**src/rtl/mem_port_arbiter_pkg.sv**
```systemverilog
// Shared types for the unified memory port arbiter.
package rv32i_types;

  typedef enum logic [1:0] {
    ARB_IDLE,
    ARB_BUSY_I,
    ARB_BUSY_D
  } arb_state_t;

  typedef struct packed {
    logic [31:0] addr;
    logic [3:0]  rmask;
    logic [3:0]  wmask;
    logic [31:0] wdata;
  } mem_req_t;

  localparam int ARB_STARVE_LIMIT = 4;

endpackage

```
**src/rtl/mem_port_arbiter.sv**
```systemverilog
// Arbitrates one unified memory port between fetch (instruction reads)
// and the load/store unit. Data has priority; a starvation counter forces
// a fetch grant after STARVE_LIMIT consecutive data grants while fetch waits.
//
// state      | meaning
// -----------+------------------------------------------------------
// ARB_IDLE   | no transaction outstanding; requests sampled here
// ARB_BUSY_I | fetch transaction on the memory port, awaiting mem_resp
// ARB_BUSY_D | data transaction on the memory port, awaiting mem_resp
module mem_port_arbiter
  import rv32i_types::*;
#(
  parameter int STARVE_LIMIT = ARB_STARVE_LIMIT
) (
  input  logic        clk,
  input  logic        rst,
  input  logic [31:0] imem_addr,
  input  logic [3:0]  imem_rmask,
  output logic [31:0] imem_rdata,
  output logic        imem_resp,
  input  logic [31:0] dmem_addr,
  input  logic [3:0]  dmem_rmask,
  input  logic [3:0]  dmem_wmask,
  input  logic [31:0] dmem_wdata,
  output logic [31:0] dmem_rdata,
  output logic        dmem_resp,
  output logic [31:0] mem_addr,
  output logic [3:0]  mem_rmask,
  output logic [3:0]  mem_wmask,
  output logic [31:0] mem_wdata,
  input  logic [31:0] mem_rdata,
  input  logic        mem_resp,
  output logic        arb_busy
);

  localparam int CW = $clog2(STARVE_LIMIT + 1);
  localparam logic [CW-1:0] LIMIT = CW'(STARVE_LIMIT);

  arb_state_t    state;
  logic [CW-1:0] starve_cnt;
  logic          drop;
  mem_req_t      mem_q;
  mem_req_t      req_i;
  mem_req_t      req_d;
  logic          ireq;
  logic          dreq;
  logic          force_i;

  assign ireq    = |imem_rmask;
  assign dreq    = (|dmem_rmask) | (|dmem_wmask);
  assign force_i = ireq && (starve_cnt == LIMIT);

  // Build the request images that get latched on a grant.
  always_comb begin
    req_i.addr  = imem_addr;
    req_i.rmask = imem_rmask;
    req_i.wmask = 4'h0;
    req_i.wdata = 32'h0;
    req_d.addr  = dmem_addr;
    // A request carrying both masks is treated as a store.
    req_d.rmask = (|dmem_wmask) ? 4'h0 : dmem_rmask;
    req_d.wmask = dmem_wmask;
    req_d.wdata = dmem_wdata;
  end

  // Response forwarding: owner sees mem_rdata and a resp pulse; a flushed
  // fetch (drop set, or mask already gone when the response lands) is silent.
  always_comb begin
    imem_resp  = (state == ARB_BUSY_I) && mem_resp && !drop && ireq;
    dmem_resp  = (state == ARB_BUSY_D) && mem_resp;
    imem_rdata = imem_resp ? mem_rdata : 32'h0;
    dmem_rdata = dmem_resp ? mem_rdata : 32'h0;
  end

  assign mem_addr  = mem_q.addr;
  assign mem_rmask = mem_q.rmask;
  assign mem_wmask = mem_q.wmask;
  assign mem_wdata = mem_q.wdata;

  // Arbitration FSM with starvation counter and registered port outputs.
  always_ff @(posedge clk) begin
    if (!rst) begin
      state      <= ARB_IDLE;
      starve_cnt <= '0;
      drop       <= 1'b0;
      mem_q      <= '0;
      arb_busy   <= 1'b0;
    end else begin
      case (state)
        ARB_IDLE: begin
          drop <= 1'b0;
          if (dreq && !force_i) begin
            mem_q    <= req_d;
            state    <= ARB_BUSY_D;
            arb_busy <= 1'b1;
            if (ireq && (starve_cnt != LIMIT))
              starve_cnt <= starve_cnt + 1'b1;
          end else if (ireq) begin
            mem_q      <= req_i;
            state      <= ARB_BUSY_I;
            arb_busy   <= 1'b1;
            starve_cnt <= '0;
          end else begin
            starve_cnt <= '0;
          end
        end
        ARB_BUSY_I: begin
          if (mem_resp) begin
            state       <= ARB_IDLE;
            arb_busy    <= 1'b0;
            drop        <= 1'b0;
            mem_q.rmask <= 4'h0;
            mem_q.wmask <= 4'h0;
          end else if (!ireq) begin
            drop <= 1'b1;
          end
        end
        ARB_BUSY_D: begin
          if (mem_resp) begin
            state       <= ARB_IDLE;
            arb_busy    <= 1'b0;
            mem_q.rmask <= 4'h0;
            mem_q.wmask <= 4'h0;
          end
        end
        default: begin
          state    <= ARB_IDLE;
          arb_busy <= 1'b0;
        end
      endcase
    end
  end

endmodule

```
**config.mk**
```make
export PLATFORM = sky130hd
export DESIGN_NAME = mem_port_arbiter
export DESIGN_NICKNAME = d
export VERILOG_FILES = /design/src/rtl/mem_port_arbiter_pkg.sv /design/src/rtl/mem_port_arbiter.sv
export SDC_FILE = /design/constraint.sdc
export NUM_CORES = 1
export LEC_CHECK = 0
export BUFFER_PORTS_ARGS = -buffer_cell sky130_fd_sc_hd__buf_2
export CAP_MARGIN = 5
export CORE_AREA = 2 2 110 112
export CTS_BUF_LIST = sky130_fd_sc_hd__clkbuf_4
export CTS_CLUSTER_DIAMETER = 100
export DETAILED_ROUTE_END_ITERATION = 8
export DIE_AREA = 0 0 112 114
export PLACE_DENSITY = 0.68
export SLEW_MARGIN = 25
export SYNTH_ARGS = -nofsm -noshare
export SYNTH_HDL_FRONTEND = slang
export SYNTH_SLANG_ARGS = --single-unit
```
**constraint.sdc**
```tcl
create_clock -name clk -period 2.98 [get_ports clk]
set_input_delay 0.298 -clock clk [delete_from_list [all_inputs] [get_ports clk]]
set_output_delay 0.298 -clock clk [all_outputs]
set_load 0.02 [all_outputs]
```
==> flow_summary.ini, run 1 <==
[placed_design]
port_buffers = 281
dp_worst_setup_slack_ps = 785.2
post-dp-hpwl_um = 9354
gp_congestion = 0.8007

[route]
dr.pass1.iters = 4
vias_per_cell = 4.927
wl_per_cell_um = 14.37
route.detailed.drc = 0
vias = 4429
drtIter0Drc = 171
antenna_left = 0
wl_um = 12920

[cells_and_area]
final_cell_mix = 281 x buf_2, 96 x a21oi_1, 79 x dfxtp_1
antenna_cells = 0
postLayoutCoreUtil = 0.4659
multi_input_area_mm2 = 0.002021
seq_area_mm2 = 0.001582
synthToLayoutAreaGrowth_pct = 42.89
drive_gt1_frac = 0.4335
nets = 895
final_common_cell = buf_2
fillers = 1223

[timing]
max_freq_mhz = 433.5
post-route-min-period_ps = 2307
fin_ws_ps = 673.2
whs_ps = 65.72
fin_setup_tns_ps = 0
rsz0062_at_grt = false
tightest_slew_ps = 799.4
min_period_over_period = 0.7741
slew_violations = 0
maxSlewHeadroom = 0.4671
setup_viol = 0
worst_clock_skew_ps = 11.12
final_hold_viol_count = 0

[global_routing]
grt_use_total = 0.1962
grt_overflow = 0
grt_start_max_net_pins = 68
grt_pass1_vias = 4088
antenna_found_initial = 0
grt_pass1_wl_um = 20300

[logic_synthesis]
yosysUniqueCellTypes = 37
synthesis.nets = 635
yosys_warnings = 0
synth_area_mm2 = 0.003819
synthCells = 487
syn_area_per_cell_um2 = 7.841
ys_ff_latch = 79
yosysSeqAreaShare = 0.4142

[cts]
cts_buffers = 9
clk_latency_ps = 440
ctsHoldBuffers = 0
cts.clk_slew.worst_paths_ps = 150
cts_max_path_buffers = 2
h-tree-depth = 3
cts-root-buf = clkbuf_4
cts_setup_buffers = 0
ctsResizeCount = 0
cts_tree = yes
cts_sinks = 79

[floorplan]
rows = 40
die_x_um = 112
fp.coreArea_mm2 = 0.01171
io-pin-count = 282
die_area_mm2 = 0.01277
fp.dieH_um = 114
start_util = 0.3261

[power]
power_mw = 2.775
p_leak_nw = 2.839
vdd_ir_drop_max_v = 0.0002710
p_per_area_mw_per_mm2 = 508.5

[outcome]
outcome = complete, no violations

[worst_setup_path]
arrival_ps = 2010
crit_fanout = 33
path_class = flip-flop to primary output
end_kind = primary output
cp.required_ps = 2680
critPathLaunchType = flip-flop

[worst_hold_path]
hp-class = input port to flip-flop

[flow_run]
cap_violations = 0
==> power by group <==
group	internal, mW	switching, mW	total [mW]
Sequential	1.18	0.0552	1.24
Combinational	0.326	0.580	0.906
Clock	0.192	0.441	0.633
Total	1.70	1.08	2.77
==> kinds of logic after synthesis <==
logic type	count (synthesis)	synth area share
DFF	79	0.4142
buffers and inverters	52	0.06815
and+or+nand+nor	188	0.2556
adders and majority gates	5	0.01638
AOI/OAI and AO/OA	162	0.2431
muxes	1	0.002621
==> flip-flops by register name, indices dropped and copies added (netlist names) <==
signal and cells:
mem_wmask 4, mem_wdata 32, state 2, starve_cnt 3, mem_rmask 4, arb_busy 1, drop 1, mem_addr 32
==> cell usage after synthesis (all sizes together) <==
master / number / share of area
a21oi: 104 / 0.14
a221oi: 1 / 0.0023
a22o: 4 / 0.0095
a2bb2oi: 1 / 0.0023
a31oi: 3 / 0.0049
a32o: 4 / 0.010
a41o: 1 / 0.0026
a41oi: 2 / 0.0046
and2: 33 / 0.054
and3: 33 / 0.054
buf: 17 / 0.034
clkbuf: 27 / 0.027
clkinv: 1 / 0.00098
dfxtp: 79 / 0.41
ha: 5 / 0.016
inv: 7 / 0.0069
mux2i: 1 / 0.0026
nand2: 72 / 0.071
nand2b: 2 / 0.0033
nand3: 36 / 0.047
nand4: 2 / 0.0033
nor2b: 1 / 0.0016
nor3: 2 / 0.0026
nor4: 3 / 0.0088
o21ai: 37 / 0.048
o22ai: 1 / 0.0016
o31ai: 2 / 0.0075
o32ai: 2 / 0.0046
or4: 4 / 0.0098
==> worst max-delay path: stages (launching register included) <==
cell and delay [ps]:
dfxtp_1 340, inv_1 100, ha_1 690, and3_1 270, buf_2 160
==> area by class of cell <==
type | instances | area share
Multi-Input combinational cell | 356 | 0.3703
Sequential cell | 79 | 0.2898
Timing Repair Buffer | 293 | 0.2765
Tap cell | 147 | 0.03371
Clock buffer | 9 | 0.01238
Clock inverter | 7 | 0.01169
Inverter | 8 | 0.005503
==> final timing paths <==
kind	startpoint	endpoint	slack, ps	depth (start not counted)
setup / recovery	state[0]	dmem_rdata[7]	670	4
hold / removal	imem_addr[27]	mem_addr[27]	70	3
hold reg to reg	mem_wmask[2]	mem_wmask[2]	460	2
setup reg to reg	state[0]	state[1]	940	7
==> per-stage QoR <==
stage / instances / cell area (um2)
floorplan: 487 / 3819
global placement: 883 / 5325
detailed placement: 883 / 5325
CTS: 899 / 5456
global route: 899 / 5456
finish: 899 / 5456
==> layer usage <==
metal	global-route usage	up-vias	wire, um
met1	0.2256	1986	5208
met2	0.3543	190	6454
li1	-	2233	-
met3	0.04357	20	1002
met4	0.07967	0	256
met5	0	-	0
Power figures use the tool's default switching activity.
==> run 2, diff against run 1 <==
Settings changed: CORE_AREA 2 2 110 112 to 2 2 111 113, DIE_AREA 0 0 112 114 to 0 0 113 115, PLACE_DENSITY 0.68 to 0.67.
Clock period 2.98 ns to 2.24 ns, I/O delays scaled along.
==> run 2 against run 1 <==
Against the previous run: the flow now finishes with violations (design-rule violations); core utilization increased by 4.8 points; first-iteration DRC count increased by 23%; power increased by 43%; clock power increased by 58%; sequential power increased by 33%; register-to-register slack got worse by 600 ps; via count increased by 6.4%; critical path depth increased by 3; non-clock buffer count increased by 56; final cell count increased by 6.3%; combinational power increased by 46%; die area increased by 1.8%; largest cell class is now non-clock buffers.
==> flow_summary.ini, run 2 (synthesized netlist as in run 1, its figures left out) <==
[cells_and_area]
final_cells = 956
final_cell_mix = 281 x buf_2, 96 x a21oi_1, 79 x dfxtp_1
drive_gt1_frac = 0.4059
synthToLayoutAreaGrowth_pct = 59.01
final_common_cell = buf_2
postLayoutCoreUtil = 0.5141
nets = 951
final_area_mm2 = 0.006072

[global_routing]
grt_overflow = 0
grt_pass1_wl_um = 22000
grt_use_total = 0.2103
grt_start_max_net_pins = 68
grt_pass1_vias = 4582
antenna_found_initial = 1

[timing]
tightest_slew_ps = 555.5
post-route-min-period_ps = 2056
fin_setup_tns_ps = 0
whs_ps = 32.77
slew_violations = 0
setup_viol = 0
min_period_over_period = 0.9178
max_freq_mhz = 486.4
rsz0062_at_grt = false
maxSlewHeadroom = 0.6269
fin_ws_ps = 184.2
final_hold_viol_count = 0
worst_clock_skew_ps = 22.62

[route]
vias = 4714
wl_per_cell_um = 14.95
dr.pass1.iters = 7
drtIter0Drc = 211
route.detailed.drc = 20
wl_um = 14290
vias_per_cell = 4.931
antenna_left = 0

[floorplan]
io-pin-count = 282
die_x_um = 113
start_util = 0.3233
rows = 40
fp.coreArea_mm2 = 0.01181
die_area_mm2 = 0.01300
fp.dieH_um = 115

[power]
vdd_ir_drop_max_v = 0.0002827
p_per_area_mw_per_mm2 = 652.9
power_mw = 3.964
p_leak_nw = 3.106

[worst_setup_path]
cp.required_ps = 2020
path_class = flip-flop to primary output
arrival_ps = 1830
critPathLaunchType = flip-flop
crit_fanout = 33
end_kind = primary output

[placed_design]
gp_congestion = 0.7869
dp_worst_setup_slack_ps = 281.2
dp_cells = 886
dpl_cell_area_mm2 = 0.005373
post-dp-hpwl_um = 9672
port_buffers = 281

[worst_hold_path]
hp-class = input port to flip-flop

[cts]
cts_tree = yes
cts.clk_slew.worst_paths_ps = 150
cts_max_path_buffers = 2
cts-root-buf = clkbuf_4
cts_buffers = 9
h-tree-depth = 3
cts_sinks = 79
clk_latency_ps = 440

[flow_run]
cap_violations = 0

[outcome]
violations = design-rule violations
outcome = complete, but fails checks
-- run 2: cell count changes in the layout (fill, tap and decap cells not counted) --
cell / change
buf_12: +2
buf_6: +1
bufinv_16: +2
clkinv_1: +1
clkinv_2: +1
clkinv_4: +2
clkinvlp_4: -2
diode_2: +1
dlygate4sd3_1: +53
inv_6: -2
inv_8: -2
-- run 2: report_power, final --
| part | leakage [nW] | switching (mW) | total, mW | internal [mW] |
|---|---|---|---|---|
| clock | 0.0879 | 0.543 | 0.998 | 0.455 |
| sequential | 0.654 | 0.0777 | 1.65 | 1.57 |
| combinational | 2.36 | 0.802 | 1.32 | 0.515 |
| total | 3.11 | 1.42 | 3.96 | 2.54 |
-- run 2: area by class of cell --
cell class / count / area [um2]
Tap cell: 147 / 183.9
Clock inverter: 7 / 95.09
Multi-Input combinational cell: 356 / 2021
Fill cell: 1175 / 5739
Clock buffer: 9 / 67.56
Antenna cell: 1 / 2.502
Timing Repair Buffer: 349 / 2091
Sequential cell: 79 / 1582
Inverter: 8 / 30.03
-- run 2: final timing paths --
check,from,endpoint,slack (ps),depth (start not counted)
worst min-delay path,dmem_wdata[26],mem_wdata[26],30,3
worst max-delay path,state[1],imem_rdata[22],180,7
worst min register to register,mem_wdata[10],mem_wdata[10],460,2
worst max register to register,state[0],mem_addr[8],340,7
-- run 2: what timing repair did --
action,4_1_cts,5_1_grt
endpoints found under the hold margin,52,1
resized for setup,0,1
buffers inserted,0,0
endpoints found under the setup margin,0,27
hold buffers,52,1
-- run 2: per-layer routing --
layer	up-vias	global-route usage	routed length [um]
met4	0	0.09756	442
li1	2340	-	-
met2	201	0.3888	7283
met3	30	0.04639	975
met5	-	0	0
met1	2143	0.2294	5586
-- run 2: critical path, stage by stage, from the launching register on --
cell and delay (ps):
dfxtp_1 340, inv_1 90, ha_1 200, nand2_1 90, nor3_2 140, buf_6 230
and2_1 160, buf_2 160
